### src/rtl/xy_dac_pkg.sv
// xy_dac_pkg: shared definitions for the XY DAC list player.
//   - state_e        : playback FSM states
//   - BLANK_BIT      : position of the beam-blank flag in word0 of a point
//   - WORD_PER_POINT : SRAM words per XY point (word0 = blank/x, word1 = y)
//   - midscale()     : DAC code for the centre of the screen
package xy_dac_pkg;

  typedef enum logic [2:0] {
    ST_IDLE,
    ST_REQ0,
    ST_WAIT0,
    ST_REQ1,
    ST_WAIT1,
    ST_HOLD,
    ST_DRAIN
  } state_e;

  localparam int unsigned BLANK_BIT      = 15;
  localparam int unsigned WORD_PER_POINT = 2;

  // Midscale code 2^(bits-1); DAC widths are limited to 15 bits.
  function automatic logic [14:0] midscale(input int unsigned bits);
    return 15'(1) << (bits - 1);
  endfunction

endpackage

### src/rtl/xy_dac_tick.sv
// xy_dac_tick: sample-rate divider.
//   clk, reset_n : clock, synchronous active-low reset
//   clear        : force the count back to 0
//   enable       : count while high; held at 0 otherwise
//   tick         : high for one cycle when the count reaches SAMPLE_DIV-1
module xy_dac_tick #(
  parameter int unsigned SAMPLE_DIV = 8
) (
  input  logic clk,
  input  logic reset_n,
  input  logic clear,
  input  logic enable,
  output logic tick
);

  localparam int unsigned CNT_W = (SAMPLE_DIV > 1) ? $clog2(SAMPLE_DIV) : 1;
  localparam logic [CNT_W-1:0] CNT_MAX = CNT_W'(SAMPLE_DIV - 1);

  logic [CNT_W-1:0] cnt_q, cnt_d;

  always_comb begin
    cnt_d = cnt_q;
    if (clear || !enable) begin
      cnt_d = '0;
    end else if (cnt_q == CNT_MAX) begin
      cnt_d = '0;
    end else begin
      cnt_d = cnt_q + CNT_W'(1);
    end
  end

  always_ff @(posedge clk) begin
    if (!reset_n) begin
      cnt_q <= '0;
    end else begin
      cnt_q <= cnt_d;
    end
  end

  assign tick = enable && !clear && (cnt_q == CNT_MAX);

endmodule

### src/rtl/xy_dac_player.sv
// xy_dac_player: replays a list of XY points from SRAM to an XY DAC.
//   Control : start / stop / loop, base_addr, point_count; busy, done,
//             underrun_cnt (saturating missed-sample count).
//   SRAM    : rd_req_valid/rd_req_ready/rd_addr request handshake,
//             rd_data_valid/rd_data single-cycle return; one read in flight.
//   DAC     : dac_x, dac_y, dac_blank registered, dac_strobe one-cycle pulse
//             per new sample, issued every SAMPLE_DIV clocks.
// Each point is two words (blank/x, then y). One point is prefetched into a
// buffer; a sample tick moves the buffer to the DAC registers.
module xy_dac_player
  import xy_dac_pkg::*;
#(
  parameter int unsigned SRAM_ADDR_BITS = 20,
  parameter int unsigned SRAM_DATA_BITS = 16,
  parameter int unsigned DAC_DATA_BITS  = 10,
  parameter int unsigned SAMPLE_DIV     = 8
) (
  input  logic                      clk,
  input  logic                      reset_n,
  input  logic                      start,
  input  logic                      stop,
  input  logic                      loop,
  input  logic [SRAM_ADDR_BITS-1:0] base_addr,
  input  logic [SRAM_ADDR_BITS-2:0] point_count,
  output logic                      busy,
  output logic                      done,
  output logic [7:0]                underrun_cnt,
  output logic                      rd_req_valid,
  input  logic                      rd_req_ready,
  output logic [SRAM_ADDR_BITS-1:0] rd_addr,
  input  logic                      rd_data_valid,
  input  logic [SRAM_DATA_BITS-1:0] rd_data,
  output logic [DAC_DATA_BITS-1:0]  dac_x,
  output logic [DAC_DATA_BITS-1:0]  dac_y,
  output logic                      dac_blank,
  output logic                      dac_strobe
);

  localparam int unsigned CNT_W = SRAM_ADDR_BITS - 1;
  localparam logic [DAC_DATA_BITS-1:0] MIDSCALE = DAC_DATA_BITS'(midscale(DAC_DATA_BITS));

  state_e                    state_q, state_d;
  logic                      busy_q, busy_d;
  logic                      done_q, done_d;
  logic                      loop_q, loop_d;
  logic [SRAM_ADDR_BITS-1:0] base_q, base_d;
  logic [CNT_W-1:0]          count_q, count_d;
  logic [CNT_W-1:0]          idx_q, idx_d;
  logic [SRAM_ADDR_BITS-1:0] ptr_q, ptr_d;
  logic                      buf_valid_q, buf_valid_d;
  logic [DAC_DATA_BITS-1:0]  buf_x_q, buf_x_d;
  logic [DAC_DATA_BITS-1:0]  buf_y_q, buf_y_d;
  logic                      buf_blank_q, buf_blank_d;
  logic [DAC_DATA_BITS-1:0]  dac_x_q, dac_x_d;
  logic [DAC_DATA_BITS-1:0]  dac_y_q, dac_y_d;
  logic                      dac_blank_q, dac_blank_d;
  logic                      dac_strobe_q, dac_strobe_d;
  logic [7:0]                underrun_q, underrun_d;
  logic                      rd_req_valid_q, rd_req_valid_d;
  logic [SRAM_ADDR_BITS-1:0] rd_addr_q, rd_addr_d;

  logic tick;
  logic tick_clear;
  logic stop_now;
  logic last_point;
  logic rsvd_unused;

  xy_dac_tick #(
    .SAMPLE_DIV(SAMPLE_DIV)
  ) u_tick (
    .clk    (clk),
    .reset_n(reset_n),
    .clear  (tick_clear),
    .enable (busy_q),
    .tick   (tick)
  );

  assign stop_now    = busy_q && stop;
  assign last_point  = (idx_q == count_q - CNT_W'(1));
  assign rsvd_unused = &{1'b0, rd_data};

  always_comb begin
    state_d      = state_q;
    busy_d       = busy_q;
    done_d       = 1'b0;
    loop_d       = loop_q;
    base_d       = base_q;
    count_d      = count_q;
    idx_d        = idx_q;
    ptr_d        = ptr_q;
    buf_valid_d  = buf_valid_q;
    buf_x_d      = buf_x_q;
    buf_y_d      = buf_y_q;
    buf_blank_d  = buf_blank_q;
    dac_x_d      = dac_x_q;
    dac_y_d      = dac_y_q;
    dac_blank_d  = dac_blank_q;
    dac_strobe_d = 1'b0;
    underrun_d   = underrun_q;
    tick_clear   = 1'b0;

    // Sample emission; a stop in the same cycle suppresses it.
    if (busy_q && tick && !stop) begin
      if (buf_valid_q) begin
        dac_x_d      = buf_x_q;
        dac_y_d      = buf_y_q;
        dac_blank_d  = buf_blank_q;
        dac_strobe_d = 1'b1;
        buf_valid_d  = 1'b0;
      end else if (underrun_q != 8'hFF) begin
        underrun_d = underrun_q + 8'd1;
      end
    end

    case (state_q)
      ST_IDLE: begin
        if (start && !stop) begin
          loop_d     = loop;
          base_d     = base_addr;
          count_d    = point_count;
          underrun_d = '0;
          tick_clear = 1'b1;
          if (point_count == '0) begin
            done_d = 1'b1;
          end else begin
            busy_d  = 1'b1;
            idx_d   = '0;
            ptr_d   = base_addr;
            state_d = ST_REQ0;
          end
        end
      end
      // A presented request must complete its handshake even when aborted
      // (busy already low), after which its data is drained.
      ST_REQ0: begin
        if (rd_req_ready) begin
          state_d = (busy_q && !stop) ? ST_WAIT0 : ST_DRAIN;
        end
      end
      ST_REQ1: begin
        if (rd_req_ready) begin
          state_d = (busy_q && !stop) ? ST_WAIT1 : ST_DRAIN;
        end
      end
      ST_WAIT0: begin
        if (rd_data_valid) begin
          buf_blank_d = rd_data[BLANK_BIT];
          buf_x_d     = rd_data[DAC_DATA_BITS-1:0];
          state_d     = stop_now ? ST_IDLE : ST_REQ1;
        end else if (stop_now) begin
          state_d = ST_DRAIN;
        end
      end
      ST_WAIT1: begin
        if (rd_data_valid) begin
          buf_y_d = rd_data[DAC_DATA_BITS-1:0];
          if (stop_now) begin
            state_d = ST_IDLE;
          end else begin
            buf_valid_d = 1'b1;
            state_d     = ST_HOLD;
          end
        end else if (stop_now) begin
          state_d = ST_DRAIN;
        end
      end
      ST_HOLD: begin
        if (stop_now) begin
          state_d = ST_IDLE;
        end else if (!buf_valid_q) begin
          if (last_point) begin
            if (loop_q) begin
              idx_d   = '0;
              ptr_d   = base_q;
              state_d = ST_REQ0;
            end else begin
              done_d      = 1'b1;
              busy_d      = 1'b0;
              dac_blank_d = 1'b1;
              state_d     = ST_IDLE;
            end
          end else begin
            idx_d   = idx_q + CNT_W'(1);
            ptr_d   = ptr_q + SRAM_ADDR_BITS'(WORD_PER_POINT);
            state_d = ST_REQ0;
          end
        end
      end
      ST_DRAIN: begin
        if (rd_data_valid) begin
          state_d = ST_IDLE;
        end
      end
      default: state_d = ST_IDLE;
    endcase

    if (stop_now) begin
      busy_d      = 1'b0;
      dac_blank_d = 1'b1;
      buf_valid_d = 1'b0;
    end

    rd_req_valid_d = (state_d == ST_REQ0) || (state_d == ST_REQ1);
    rd_addr_d      = (state_d == ST_REQ1) ? ptr_d + SRAM_ADDR_BITS'(1) : ptr_d;
  end

  always_ff @(posedge clk) begin
    if (!reset_n) begin
      state_q        <= ST_IDLE;
      busy_q         <= 1'b0;
      done_q         <= 1'b0;
      loop_q         <= 1'b0;
      base_q         <= '0;
      count_q        <= '0;
      idx_q          <= '0;
      ptr_q          <= '0;
      buf_valid_q    <= 1'b0;
      buf_x_q        <= '0;
      buf_y_q        <= '0;
      buf_blank_q    <= 1'b0;
      dac_x_q        <= MIDSCALE;
      dac_y_q        <= MIDSCALE;
      dac_blank_q    <= 1'b1;
      dac_strobe_q   <= 1'b0;
      underrun_q     <= '0;
      rd_req_valid_q <= 1'b0;
      rd_addr_q      <= '0;
    end else begin
      state_q        <= state_d;
      busy_q         <= busy_d;
      done_q         <= done_d;
      loop_q         <= loop_d;
      base_q         <= base_d;
      count_q        <= count_d;
      idx_q          <= idx_d;
      ptr_q          <= ptr_d;
      buf_valid_q    <= buf_valid_d;
      buf_x_q        <= buf_x_d;
      buf_y_q        <= buf_y_d;
      buf_blank_q    <= buf_blank_d;
      dac_x_q        <= dac_x_d;
      dac_y_q        <= dac_y_d;
      dac_blank_q    <= dac_blank_d;
      dac_strobe_q   <= dac_strobe_d;
      underrun_q     <= underrun_d;
      rd_req_valid_q <= rd_req_valid_d;
      rd_addr_q      <= rd_addr_d;
    end
  end

  assign busy         = busy_q;
  assign done         = done_q;
  assign underrun_cnt = underrun_q;
  assign rd_req_valid = rd_req_valid_q;
  assign rd_addr      = rd_addr_q;
  assign dac_x        = dac_x_q;
  assign dac_y        = dac_y_q;
  assign dac_blank    = dac_blank_q;
  assign dac_strobe   = dac_strobe_q;

endmodule

### config.mk
export PLATFORM = sky130hd
export DESIGN_NAME = xy_dac_player
export DESIGN_NICKNAME = d
export VERILOG_FILES = /design/src/rtl/xy_dac_pkg.sv /design/src/rtl/xy_dac_tick.sv /design/src/rtl/xy_dac_player.sv
export SDC_FILE = /design/constraint.sdc
export NUM_CORES = 1
export LEC_CHECK = 0
export BUFFER_PORTS_ARGS = -buffer_cell sky130_fd_sc_hd__buf_4
export CORE_UTILIZATION = 54
export CTS_BUF_LIST = sky130_fd_sc_hd__clkbuf_8
export CTS_CLUSTER_DIAMETER = 30
export CTS_CLUSTER_SIZE = 10
export DETAILED_ROUTE_END_ITERATION = 8
export GPL_TIMING_DRIVEN = 0
export PLACE_DENSITY = 0.79
export SYNTH_ARGS = -nofsm -noshare
export SYNTH_HDL_FRONTEND = slang
export SYNTH_SLANG_ARGS = --single-unit
### constraint.sdc
create_clock -name clk -period 4.5 [get_ports clk]
set_clock_uncertainty 0.1 [all_clocks]
set_input_delay 0.225 -clock clk [delete_from_list [all_inputs] [get_ports clk]]
set_output_delay 0.225 -clock clk [all_outputs]
set_load 0.02 [all_outputs]
==> results.toml, run 1 <==
[setup_path]
critical_path.max_fanout = 9
critPathCaptureType = "flop"
worstSetupPathType = "reg -> reg"
start_kind = "flop"
reg2reg_from = "count_q[0]$_SDFFE_PN0P_"
worst_reg2reg_path_depth = 15
reg2reg_setup_slack_ps = 110
critical_path_arrival_ps = 4650
end_of_the_worst_register_to_register_path = "rd_addr[15]$_SDFF_PN0_"
timing.critical_path.required_ps = 4760

[cells_and_area]
fill_cells = 1128
antenna_cells_inserted = 0
area_delta_synth_final_pct = 28.8
finish.cell_count_without_fillers = 1431
post_route_cells_drive_above_1_share_pct = 17.0
post_layout_net_count = 1303

[timing]
report.final.hold_viol_count = 0
setup_violations = 0
setup_slack_ps = 110
fmax_ghz = 0.228
totalNegativeSetupSlack_ps = 0
finalMaxSlewViolations = 0
worst-slew-pin-transition_ps = 890
maxSlewHeadroom_pct = 40.1
post-route-min-period_ps = 4390
final.period_utilization_pct = 97.6

[pwr]
switching_share_of_power_pct = 35.6
power.switching_mw = 1.24
pwr-share-comb_pct = 24.1
pwr_density_cell_mw_per_mm2 = 335
p_leak_nw = 3.98
p_int_mw = 2.25
clock_power_share_pct = 31.6
worst_ir_drop_vdd_mv = 0.261
sequentialPowerShare_pct = 44.3

[place]
dp_worst_setup_slack_ps = -790
place.detailed.instances = 1332
dp.final_hpwl_mm = 17.7
finalWeightedCongestion = 0.971
port-buffer-count = 108

[global_route]
via_count_of_the_first_global_routing_pass = 8200
number_of_antenna_violations_at_the_first_check_in_global_routing = 0
globalRoute.totalOverflow = 0
grt_start_max_net_pins = 20
grt_first_pass_wirelength_mm = 41.2
grtUsageTotal_pct = 33.3

[floorplan]
die_w_microns = 124
floorplan.die.height_microns = 124
design.die.area_sq_mm = 0.0155
initial_core_util_pct = 55.5
fp.coreArea_sq_mm = 0.0146
num_io_pins = 115
num_rows = 44

[synth]
synth-seq-cells = 160
synth_async_sr_flop_share_pct = 0
synth.avg_cell_area_sq_um = 7.78
synthesis.instances = 1040
synth.distinct_cells = 74
synth_top_flop_cell = "sky130_fd_sc_hd__dfxtp_1"
synth_top_area_share_pct = 39.6
ys.warnings.count = 0
yosys.area.top_type = "sky130_fd_sc_hd__dfxtp_1"
yosysSeqAreaShare_pct = 39.6
synth.area.top_cells = "sky130_fd_sc_hd__dfxtp_1 40%, sky130_fd_sc_hd__nand2_1 10%, sky130_fd_sc_hd__a21oi_1 7.0%, sky130_fd_sc_hd__nor2_1 4.4%, sky130_fd_sc_hd__xnor2_1 3.8%"
synthesis.area_sq_mm = 0.00809
synth_edf_count = 0
syn-num-nets = 1109

[drt]
drt_first_pass_iters = 6
postRouteWirelength_mm = 26.1
detail-route-antenna-nets = 0
vias_per_cell = 5.97
vias = 8550
route.detailed.wl_per_inst_microns = 18.3
drtIter0Drc = 935
drc_violation_count_after_routing = 0

[cts]
cts_buffers = 17
worst_skew_pair_later_pin_latency_ps = 480
tritoncts = "built"
clock_tree.root_cell = "sky130_fd_sc_hd__clkbuf_8"
ctsHtreeMaxLevel = 4
cts.path.max_buffers = 2
cts.reportedPaths.clkPinSlew_ps = 100
cts.sinks = 160

[min_path]
timing.hold.worst.start = "rd_data_valid"
worst_hold_path.num_cells = 4
min_to = "buf_y_q[0]$_SDFFE_PN0P_"
timing.hold.worst.class = "in -> reg"

[status]
outcome = "completed"

[flow_run]
cap_violations = 0
power groups by stage:
stage | clock [mW] | combinational (mW) | sequential [mW]
global route | 1.16 | 0.908 | 1.55
CTS | 1.10 | 0.783 | 1.54
detailed placement | 0 | 0.705 | 1.57
finish | 1.10 | 0.841 | 1.55
global placement | 0 | 0.694 | 1.57
floorplan | 0 | 0.462 | 1.58
metrics by stage:
| stage | hold WS [ps] | total power [mW] | area, sq um | utilization (%) |
|---|---|---|---|---|
| global route | 85.0 | 3.62 | 10400 | 71.5 |
| finish | 46.9 | 3.49 | 10400 | 71.5 |
| detailed placement | 322 | 2.28 | 9140 | 62.6 |
| floorplan | 261 | 2.04 | 8090 | - |
| global placement | 309 | 2.26 | 9140 | 62.6 |
| CTS | 29.7 | 3.42 | 10300 | 70.3 |
layout by cell type, fill, tap and decap left out, drive strengths merged, types with 25 or more instances in the layout:
master       Yosys  layout
o21ai           25      25
xor2            33      33
buf              4     129
nand2          221     221
a21oi          114     114
dfxtp          160     160
dlygate4sd3      0      51
nor2            96      96
xnor2           35      35
clkbuf          47      63
nand3           29      29
cell families after synthesis:
kind of cell	Yosys count	share of synthesized area, %
buffers and inverters	63	3.05
AOI/OAI and AO/OA	221	17.0
muxes	11	1.45
and+or+nand+nor	510	30.5
DFF	160	39.6
adders and majority gates	7	1.08
xor gates and xnor gates	68	7.36
worst max-delay path: stages (launching register included):
cell	delay, ps
sky130_fd_sc_hd__dfxtp_4	380
sky130_fd_sc_hd__inv_1	90
sky130_fd_sc_hd__ha_4	170
sky130_fd_sc_hd__nor3b_4	230
sky130_fd_sc_hd__nand2_2	110
sky130_fd_sc_hd__or4_4	550
sky130_fd_sc_hd__a211oi_4	250
sky130_fd_sc_hd__buf_4	190
sky130_fd_sc_hd__inv_2	110
sky130_fd_sc_hd__or3_4	460
sky130_fd_sc_hd__a31o_1	240
sky130_fd_sc_hd__o211ai_2	220
sky130_fd_sc_hd__nor4b_4	350
sky130_fd_sc_hd__nand4_4	220
sky130_fd_sc_hd__nor3_1	240
sky130_fd_sc_hd__mux2_1	350
timing repair:
action / 4_1_cts / 5_1_grt
hold buffers: 51 / 0
hold endpoints to repair: 61 / 0
endpoints found under the setup margin: 13 / 15
gates resized for setup: 22 / 26
buffers inserted: 10 / 8
pin swaps: 6 / 14
routing by layer:
metal / wire length (microns) / track usage, %
met2: 12300 / 53.6
met4: 1040 / 16.5
met3: 2480 / 8.68
met5: 0 / 0
met1: 10400 / 41.0
area by class of cell:
type | instances | area (sq um) | share of cell area (%)
buffer | 49 | 201 | 1.93
timing repair buffer | 177 | 1460 | 14.0
clock inverter | 15 | 190 | 1.82
tap | 184 | 230 | 2.21
clock buffer | 17 | 234 | 2.24
inverter | 12 | 45.0 | 0.432
multi-input combinational | 817 | 4860 | 46.6
sequential | 160 | 3210 | 30.8
flip-flops by register name, summed over array words and instances (netlist names), 3 cells and up:
name          count
dac_x            10
state_q           3
dac_y            10
idx_q            19
buf_y_q          10
base_q           20
underrun_cnt      8
count_q          19
ptr_q            20
rd_addr          20
buf_x_q          10
u_tick.cnt_q      3
how the worst max path moves through the flow:
stage / depth (start not counted) / startpoint / end / slack (ps)
detailed placement: 16 / count_q[0]$_SDFFE_PN0P_ / rd_addr[14]$_SDFF_PN0_ / -790
finish: 15 / count_q[0]$_SDFFE_PN0P_ / rd_addr[15]$_SDFF_PN0_ / 110
global route: 15 / count_q[0]$_SDFFE_PN0P_ / rd_addr[15]$_SDFF_PN0_ / -40
global placement: 16 / count_q[0]$_SDFFE_PN0P_ / rd_addr[14]$_SDFF_PN0_ / -780
CTS: 18 / count_q[0]$_SDFFE_PN0P_ / rd_addr[14]$_SDFF_PN0_ / 8
floorplan: 17 / count_q[0]$_SDFFE_PN0P_ / rd_addr[14]$_SDFF_PN0_ / 250
Yosys cell counts, types with 3 or more instances:
cell / count
sky130_fd_sc_hd__or3_1: 6
sky130_fd_sc_hd__and2_1: 18
sky130_fd_sc_hd__nor4_1: 19
sky130_fd_sc_hd__mux2_1: 4
sky130_fd_sc_hd__a221oi_1: 3
sky130_fd_sc_hd__o211ai_1: 8
sky130_fd_sc_hd__and3_1: 16
sky130_fd_sc_hd__a221o_1: 6
sky130_fd_sc_hd__nor3_1: 24
sky130_fd_sc_hd__xnor2_1: 35
sky130_fd_sc_hd__dfxtp_1: 160
sky130_fd_sc_hd__and3b_1: 4
sky130_fd_sc_hd__a22oi_1: 6
sky130_fd_sc_hd__a211oi_1: 5
sky130_fd_sc_hd__and4_1: 8
sky130_fd_sc_hd__nand4_1: 16
sky130_fd_sc_hd__nand3_1: 29
sky130_fd_sc_hd__nor2b_1: 7
sky130_fd_sc_hd__nand4b_1: 5
sky130_fd_sc_hd__inv_1: 11
sky130_fd_sc_hd__xor2_1: 33
sky130_fd_sc_hd__or4_1: 4
sky130_fd_sc_hd__nor2_1: 94
sky130_fd_sc_hd__a21oi_1: 114
sky130_fd_sc_hd__ha_1: 7
sky130_fd_sc_hd__nand3b_1: 8
sky130_fd_sc_hd__o31ai_1: 7
sky130_fd_sc_hd__nor3b_1: 5
sky130_fd_sc_hd__o2111ai_1: 3
sky130_fd_sc_hd__a31oi_1: 10
sky130_fd_sc_hd__o31a_1: 4
sky130_fd_sc_hd__a2111oi_0: 4
sky130_fd_sc_hd__o21ai_0: 24
sky130_fd_sc_hd__mux2i_1: 5
sky130_fd_sc_hd__nand2_1: 220
sky130_fd_sc_hd__clkbuf_1: 47
sky130_fd_sc_hd__nand2b_1: 13
Note: power is estimated with default switching activity, not from simulation.
==> inputs of run 2 (changes only) <==
--- a/config.mk
+++ b/config.mk
@@ -5,6 +5,7 @@
 export SDC_FILE = /design/constraint.sdc
 export NUM_CORES = 1
 export LEC_CHECK = 0
+export ABC_AREA = 1
 export BUFFER_PORTS_ARGS = -buffer_cell sky130_fd_sc_hd__buf_4
 export CORE_UTILIZATION = 54
 export CTS_BUF_LIST = sky130_fd_sc_hd__clkbuf_8
@@ -12,7 +13,7 @@
 export CTS_CLUSTER_SIZE = 10
 export DETAILED_ROUTE_END_ITERATION = 8
 export GPL_TIMING_DRIVEN = 0
-export PLACE_DENSITY = 0.79
+export PLACE_DENSITY = 0.78
 export SYNTH_ARGS = -nofsm -noshare
 export SYNTH_HDL_FRONTEND = slang
 export SYNTH_SLANG_ARGS = --single-unit
==> run 2 against run 1 <==
Routed wire length up 7.0%. Worst setup slack better by 510 ps. Die area grew 7.1%. Largest cell class unchanged. Clock-buffer cell count is 1 higher. Final cell count up 20%. Largest power group unchanged. Sequential power is essentially flat.
==> results.toml, run 2 <==
[timing]
post-route-min-period_ps = 3880
report.final.hold_viol_count = 0
setup_violations = 0
totalNegativeSetupSlack_ps = 0
finalMaxSlewViolations = 0
final.period_utilization_pct = 86.3
fmax_ghz = 0.258
worst-slew-pin-transition_ps = 870
grt_setup_unrepaired = "false"
maxSlewHeadroom_pct = 41.8
setup_slack_ps = 618

[cts]
tritoncts = "built"
postCtsResizedCells = 0
clock_tree.root_cell = "sky130_fd_sc_hd__clkbuf_8"
cts.path.max_buffers = 2
cts.sinks = 160
ctsHtreeMaxLevel = 4
cts_buffers = 17
cts.reportedPaths.clkPinSlew_ps = 100
postCtsSetupBuffers = 0
worst_skew_pair_later_pin_latency_ps = 480
holdBufCountCts = 51

[floorplan]
floorplan.die.height_microns = 129
num_rows = 45
die_w_microns = 129
initial_core_util_pct = 56.3
design.die.area_sq_mm = 0.0166
num_io_pins = 115
fp.coreArea_sq_mm = 0.0154

[global_route]
grtUsageTotal_pct = 34.6
globalRoute.totalOverflow = 0
via_count_of_the_first_global_routing_pass = 8543
grt_first_pass_wirelength_mm = 43.9
grt_start_max_net_pins = 17
number_of_antenna_violations_at_the_first_check_in_global_routing = 0

[drt]
detail-route-antenna-nets = 0
drc_violation_count_after_routing = 0
route.detailed.wl_per_inst_microns = 16.2
drt_first_pass_iters = 6
postRouteWirelength_mm = 28.0
vias = 9263
vias_per_cell = 5.38
drtIter0Drc = 903

[cells_and_area]
finalInstanceArea_sq_mm = 0.0106
layout.cells.most_common = "sky130_fd_sc_hd__nand2_1"
finish.cell_count_without_fillers = 1721
antenna_cells_inserted = 0
area_delta_synth_final_pct = 22.6
layout.cells.most_common_list = "246 x sky130_fd_sc_hd__nand2_1, 244 x sky130_fd_sc_hd__nor2_1, 160 x sky130_fd_sc_hd__dfxtp_1"
post_layout_net_count = 1566
post_route_cells_drive_above_1_share_pct = 14.0

[setup_path]
cp_slowest_stage_delay_ps = 380
critical_path_arrival_ps = 4130
worst_setup_path_startpoint = "count_q[1]$_SDFFE_PN0P_"
end_of_the_worst_register_to_register_path = "rd_addr[14]$_SDFF_PN0_"
reg2reg_setup_slack_ps = 620
worstSetupPathType = "reg -> reg"
path_common_cell = "sky130_fd_sc_hd__nand2_1"
critical_path.max_fanout = 9
worst_reg2reg_path_depth = 30
critPathCaptureType = "flop"
timing.critical_path.slowest_stage_cell = "sky130_fd_sc_hd__nor2_2"
reg2reg_from = "count_q[1]$_SDFFE_PN0P_"
timing.critical_path.required_ps = 4740
start_kind = "flop"

[pwr]
clock_power_share_pct = 29.2
total_power_mw = 3.54
p_int_mw = 2.24
p_leak_nw = 4.85
pwr-share-comb_pct = 26.2
worst_ir_drop_vdd_mv = 0.229
sequentialPowerShare_pct = 44.6
switching_share_of_power_pct = 36.8
power.switching_mw = 1.30
pwr_density_cell_mw_per_mm2 = 333

[synth]
synth_top_area_share_pct = 36.9
synth_top_cells_by_count = "246 x sky130_fd_sc_hd__nand2_1, 244 x sky130_fd_sc_hd__nor2_1, 160 x sky130_fd_sc_hd__dfxtp_1"
yosys.area.top_type = "sky130_fd_sc_hd__dfxtp_1"
yosysSeqAreaShare_pct = 36.9
synth.area.top_cells = "sky130_fd_sc_hd__dfxtp_1 37%, sky130_fd_sc_hd__nand2_1 11%, sky130_fd_sc_hd__nor2_1 11%, sky130_fd_sc_hd__inv_1 6.6%, sky130_fd_sc_hd__o21ai_0 6.4%"
synth_top_flop_cell = "sky130_fd_sc_hd__dfxtp_1"
synth.distinct_cells = 50
ys.warnings.count = 0
synth_async_sr_flop_share_pct = 0
synthesis.instances = 1318
syn-num-nets = 1387
synth.most_common_cell = "sky130_fd_sc_hd__nand2_1"
synth_edf_count = 0
synth.avg_cell_area_sq_um = 6.59
synth-seq-cells = 160
synthesis.area_sq_mm = 0.00868

[flow_run]
cap_violations = 0

[place]
finalWeightedCongestion = 0.969
dp.final_hpwl_mm = 20.5
port-buffer-count = 109
place.detailed.instances = 1638
placed_area_sq_mm = 0.00976
dp_worst_setup_slack_ps = 706

[min_path]
timing.hold.worst.class = "in -> reg"
timing.hold.worst.start = "point_count[0]"
min_to = "count_q[0]$_SDFFE_PN0P_"
worst_hold_path.num_cells = 3

[status]
outcome = "completed"
==> run 2: cell types whose count changed after synthesis, moves of 14 or more <==
cell	change
sky130_fd_sc_hd__nand2_1	+26
sky130_fd_sc_hd__a21oi_1	-47
sky130_fd_sc_hd__nor2_2	+14
sky130_fd_sc_hd__xnor2_1	-20
sky130_fd_sc_hd__inv_1	+141
sky130_fd_sc_hd__clkbuf_1	-17
sky130_fd_sc_hd__nand2_2	+14
sky130_fd_sc_hd__o21ai_0	+87
sky130_fd_sc_hd__nand3_1	+49
sky130_fd_sc_hd__nor2_1	+150
sky130_fd_sc_hd__nor4_1	-14
sky130_fd_sc_hd__and2_1	-16
==> run 2: metrics by stage <==
step	util (%)	hold WS [ps]
floorplan	-	260
global placement	63.3	311
detailed placement	63.3	327
CTS	69.0	13.7
global route	69.0	57.1
finish	69.0	32.3
==> run 2: power groups by stage <==
stage          Sequential (mW)  Clock (mW)  Combinational (mW)
2_1_floorplan             1.61           0               0.580
3_3_place_gp              1.61           0               0.853
3_5_place_dp              1.61           0               0.862
4_1_cts                   1.58        1.04               0.903
5_1_grt                   1.59        1.09                1.03
6_report                  1.58        1.03               0.928
==> run 2: routing by layer <==
layer,track usage [%],vias up,share of wire (%)
met2,54.8,424,44
met3,8.15,67,9.5
met1,45.4,4182,44
li1,-,4590,-
met4,14.0,0,2.8
met5,0,-,0
==> run 2: worst max-delay path: cells and delay by family (launching register included) <==
kind / cells / cell delay [ps]
and+or+nand+nor: 24 / 2580
adders and majority gates: 2 / 470
DFF: 1 / 370
buffers and inverters: 4 / 220
==> run 2: layout make-up <==
cell class	count	area [sq um]
clock inverters	14	121
flip-flops and latches	160	3200
repair buffers	160	1330
clock buffers	18	248
inverters	164	616
multi-input cells	955	4690
plain buffers	39	169
fillers	1411	4780
well taps	211	264
==> run 2: logic make-up after synthesis <==
kind of cell | synth area share (%)
AO/OA/AOI/OAI | 13.9
XOR/XNOR | 4.42
adder cells (fa/ha/maj) | 1.01
buffers and inverters | 9.04
flip-flops | 36.9
AND/OR/NAND/NOR | 34.8
==> run 2: worst max-delay path by stage <==
stage | to | slack [ps] | cells past startpoint
after global routing | rd_addr[18]$_SDFF_PN0_ | 220 | 29
after floorplan | rd_addr[14]$_SDFF_PN0_ | 1420 | 29
after CTS | rd_addr[14]$_SDFF_PN0_ | 690 | 30
final | rd_addr[14]$_SDFF_PN0_ | 620 | 30
after global placement | rd_addr[14]$_SDFF_PN0_ | 730 | 30
after detailed placement | rd_addr[14]$_SDFF_PN0_ | 710 | 30
==> inputs of run 3 (changes only) <==
--- a/config.mk
+++ b/config.mk
@@ -14,6 +14,7 @@
 export DETAILED_ROUTE_END_ITERATION = 8
 export GPL_TIMING_DRIVEN = 0
 export PLACE_DENSITY = 0.78
+export RECOVER_POWER = 100
 export SYNTH_ARGS = -nofsm -noshare
 export SYNTH_HDL_FRONTEND = slang
 export SYNTH_SLANG_ARGS = --single-unit
==> run 3 against run 2 <==
Combinational power down 2.6%. First-iteration DRC count decreased by 3.9%. Total power decreased by 0.58%. Core utilization decreased by 1.5 points. Maximum frequency fell by 1.9%. Critical path type unchanged. Clock-buffer cell count unchanged. Sequential share of layout area up 0.67 points.
==> results.toml, run 3 (same netlist as run 2, synthesis figures left out) <==
[drt]
route.detailed.wl_per_inst_microns = 16.2
postRouteWirelength_mm = 27.9
detail-route-antenna-nets = 0
vias = 9266
drt_first_pass_iters = 6
vias_per_cell = 5.38
drtIter0Drc = 868
drc_violation_count_after_routing = 0

[cts]
cts.path.max_buffers = 2
postCtsResizedCells = 0
clock_tree.root_cell = "sky130_fd_sc_hd__clkbuf_8"
worst_skew_pair_later_pin_latency_ps = 490
cts.sinks = 160
tritoncts = "built"
cts.reportedPaths.clkPinSlew_ps = 100
cts_buffers = 17
ctsHtreeMaxLevel = 4

[floorplan]
floorplan.die.height_microns = 129
num_io_pins = 115
design.die.area_sq_mm = 0.0166
die_w_microns = 129
num_rows = 45
fp.coreArea_sq_mm = 0.0154
initial_core_util_pct = 56.3

[cells_and_area]
antenna_cells_inserted = 0
post_layout_net_count = 1566
post_route_cells_drive_above_1_share_pct = 9.74
final_core_util_pct = 67.5
layout.cells.most_common = "sky130_fd_sc_hd__nand2_1"
layout.cells.most_common_list = "252 x sky130_fd_sc_hd__nand2_1, 248 x sky130_fd_sc_hd__nor2_1, 160 x sky130_fd_sc_hd__dfxtp_1"
area_delta_synth_final_pct = 19.9

[pwr]
worst_ir_drop_vdd_mv = 0.235
p_leak_nw = 4.63
total_power_mw = 3.52
pwr_density_cell_mw_per_mm2 = 338

[timing]
totalNegativeSetupSlack_ps = 0
report.final.hold_viol_count = 0
fmax_ghz = 0.253
post-route-min-period_ps = 3960
final.period_utilization_pct = 87.9
worst-slew-pin-transition_ps = 890
grt_setup_unrepaired = "false"
setup_violations = 0
finalMaxSlewViolations = 0
maxSlewHeadroom_pct = 40.4

[setup_path]
timing.critical_path.slowest_stage_cell = "sky130_fd_sc_hd__nor2_2"
worst_reg2reg_path_depth = 28
cp_slowest_stage_delay_ps = 380
worstSetupPathType = "reg -> reg"
start_kind = "flop"
path_common_cell = "sky130_fd_sc_hd__nand2_1"
reg2reg_from = "count_q[0]$_SDFFE_PN0P_"
cp_top_family = "simple AND/OR/NAND/NOR gates"
critical_path_arrival_ps = 4210
reg2reg_setup_slack_ps = 540
critPathCaptureType = "flop"
path_buf_inv = 3
timing.critical_path.required_ps = 4750
critical_path.max_fanout = 9
end_of_the_worst_register_to_register_path = "rd_addr[14]$_SDFF_PN0_"

[flow_run]
cap_violations = 0

[global_route]
met1_usage_pct = 45.4
grt_start_max_net_pins = 17
number_of_antenna_violations_at_the_first_check_in_global_routing = 0
grtUsageTotal_pct = 34.6
gr-max-usage-layer = "met2"
grt_util_met2_pct = 54.8
via_count_of_the_first_global_routing_pass = 8543
grt_first_pass_wirelength_mm = 43.9
grt.met3_usage_pct = 8.15
globalRoute.totalOverflow = 0

[min_path]
timing.hold.worst.class = "in -> reg"
min_to = "count_q[0]$_SDFFE_PN0P_"
worst_hold_path.num_cells = 3
timing.hold.worst.start = "point_count[0]"

[status]
outcome = "completed"

[place]
finalWeightedCongestion = 0.969
dp.final_hpwl_mm = 20.5
port-buffer-count = 109
## run 3: final cells by class
class,instances,area (sq um)
Fill cell,1475,5020
Timing Repair Buffer,160,1130
Clock inverter,14,121
Clock buffer,18,248
Tap cell,211,264
Multi-Input combinational cell,955,4660
Buffer,39,169
Sequential cell,160,3200
Inverter,164,616
## run 3: repair_timing
| action | CTS | global route |
|---|---|---|
| endpoints found under the setup margin | 0 | 0 |
| hold buffers | 51 | 0 |
| setup buffers | 0 | 0 |
| hold endpoints to repair | 60 | 0 |
## run 3: layer usage
layer | vias up | wire, microns
met2 | 446 | 12200
li1 | 4582 | -
met1 | 4181 | 12300
met5 | - | 0
met4 | 0 | 752
met3 | 57 | 2700
## run 3: worst min-delay path, cell delays in order
cell and delay [ps]:
sky130_fd_sc_hd__buf_4 90, sky130_fd_sc_hd__o21ai_0 110, sky130_fd_sc_hd__a21oi_1 150
## run 3: power breakdown
group | switching [mW] | total, mW | internal (mW)
clock network | 0.622 | 1.04 | 0.416
logic | 0.604 | 0.904 | 0.300
registers | 0.0774 | 1.58 | 1.50
## run 3: per-stage QoR
stage	std cells	instance area, sq um	hold slack [ps]	setup WS, ps
6_report	1721	10400	22.6	543
5_1_grt	1721	10400	57.1	124
4_1_cts	1721	10600	13.7	688
3_5_place_dp	1638	9760	327	706
3_3_place_gp	1638	9760	311	729
2_1_floorplan	1318	8680	260	1420
## run 3: how the worst max path moves through the flow
stage	from	to	slack (ps)	cells after the start
after floorplan	count_q[0]$_SDFFE_PN0P_	rd_addr[14]$_SDFF_PN0_	1420	29
after global placement	count_q[0]$_SDFFE_PN0P_	rd_addr[14]$_SDFF_PN0_	730	30
after detailed placement	count_q[0]$_SDFFE_PN0P_	rd_addr[14]$_SDFF_PN0_	710	30
after CTS	count_q[0]$_SDFFE_PN0P_	rd_addr[14]$_SDFF_PN0_	690	30
after global routing	count_q[0]$_SDFFE_PN0P_	rd_addr[18]$_SDFF_PN0_	120	29
final	count_q[0]$_SDFFE_PN0P_	rd_addr[14]$_SDFF_PN0_	540	28
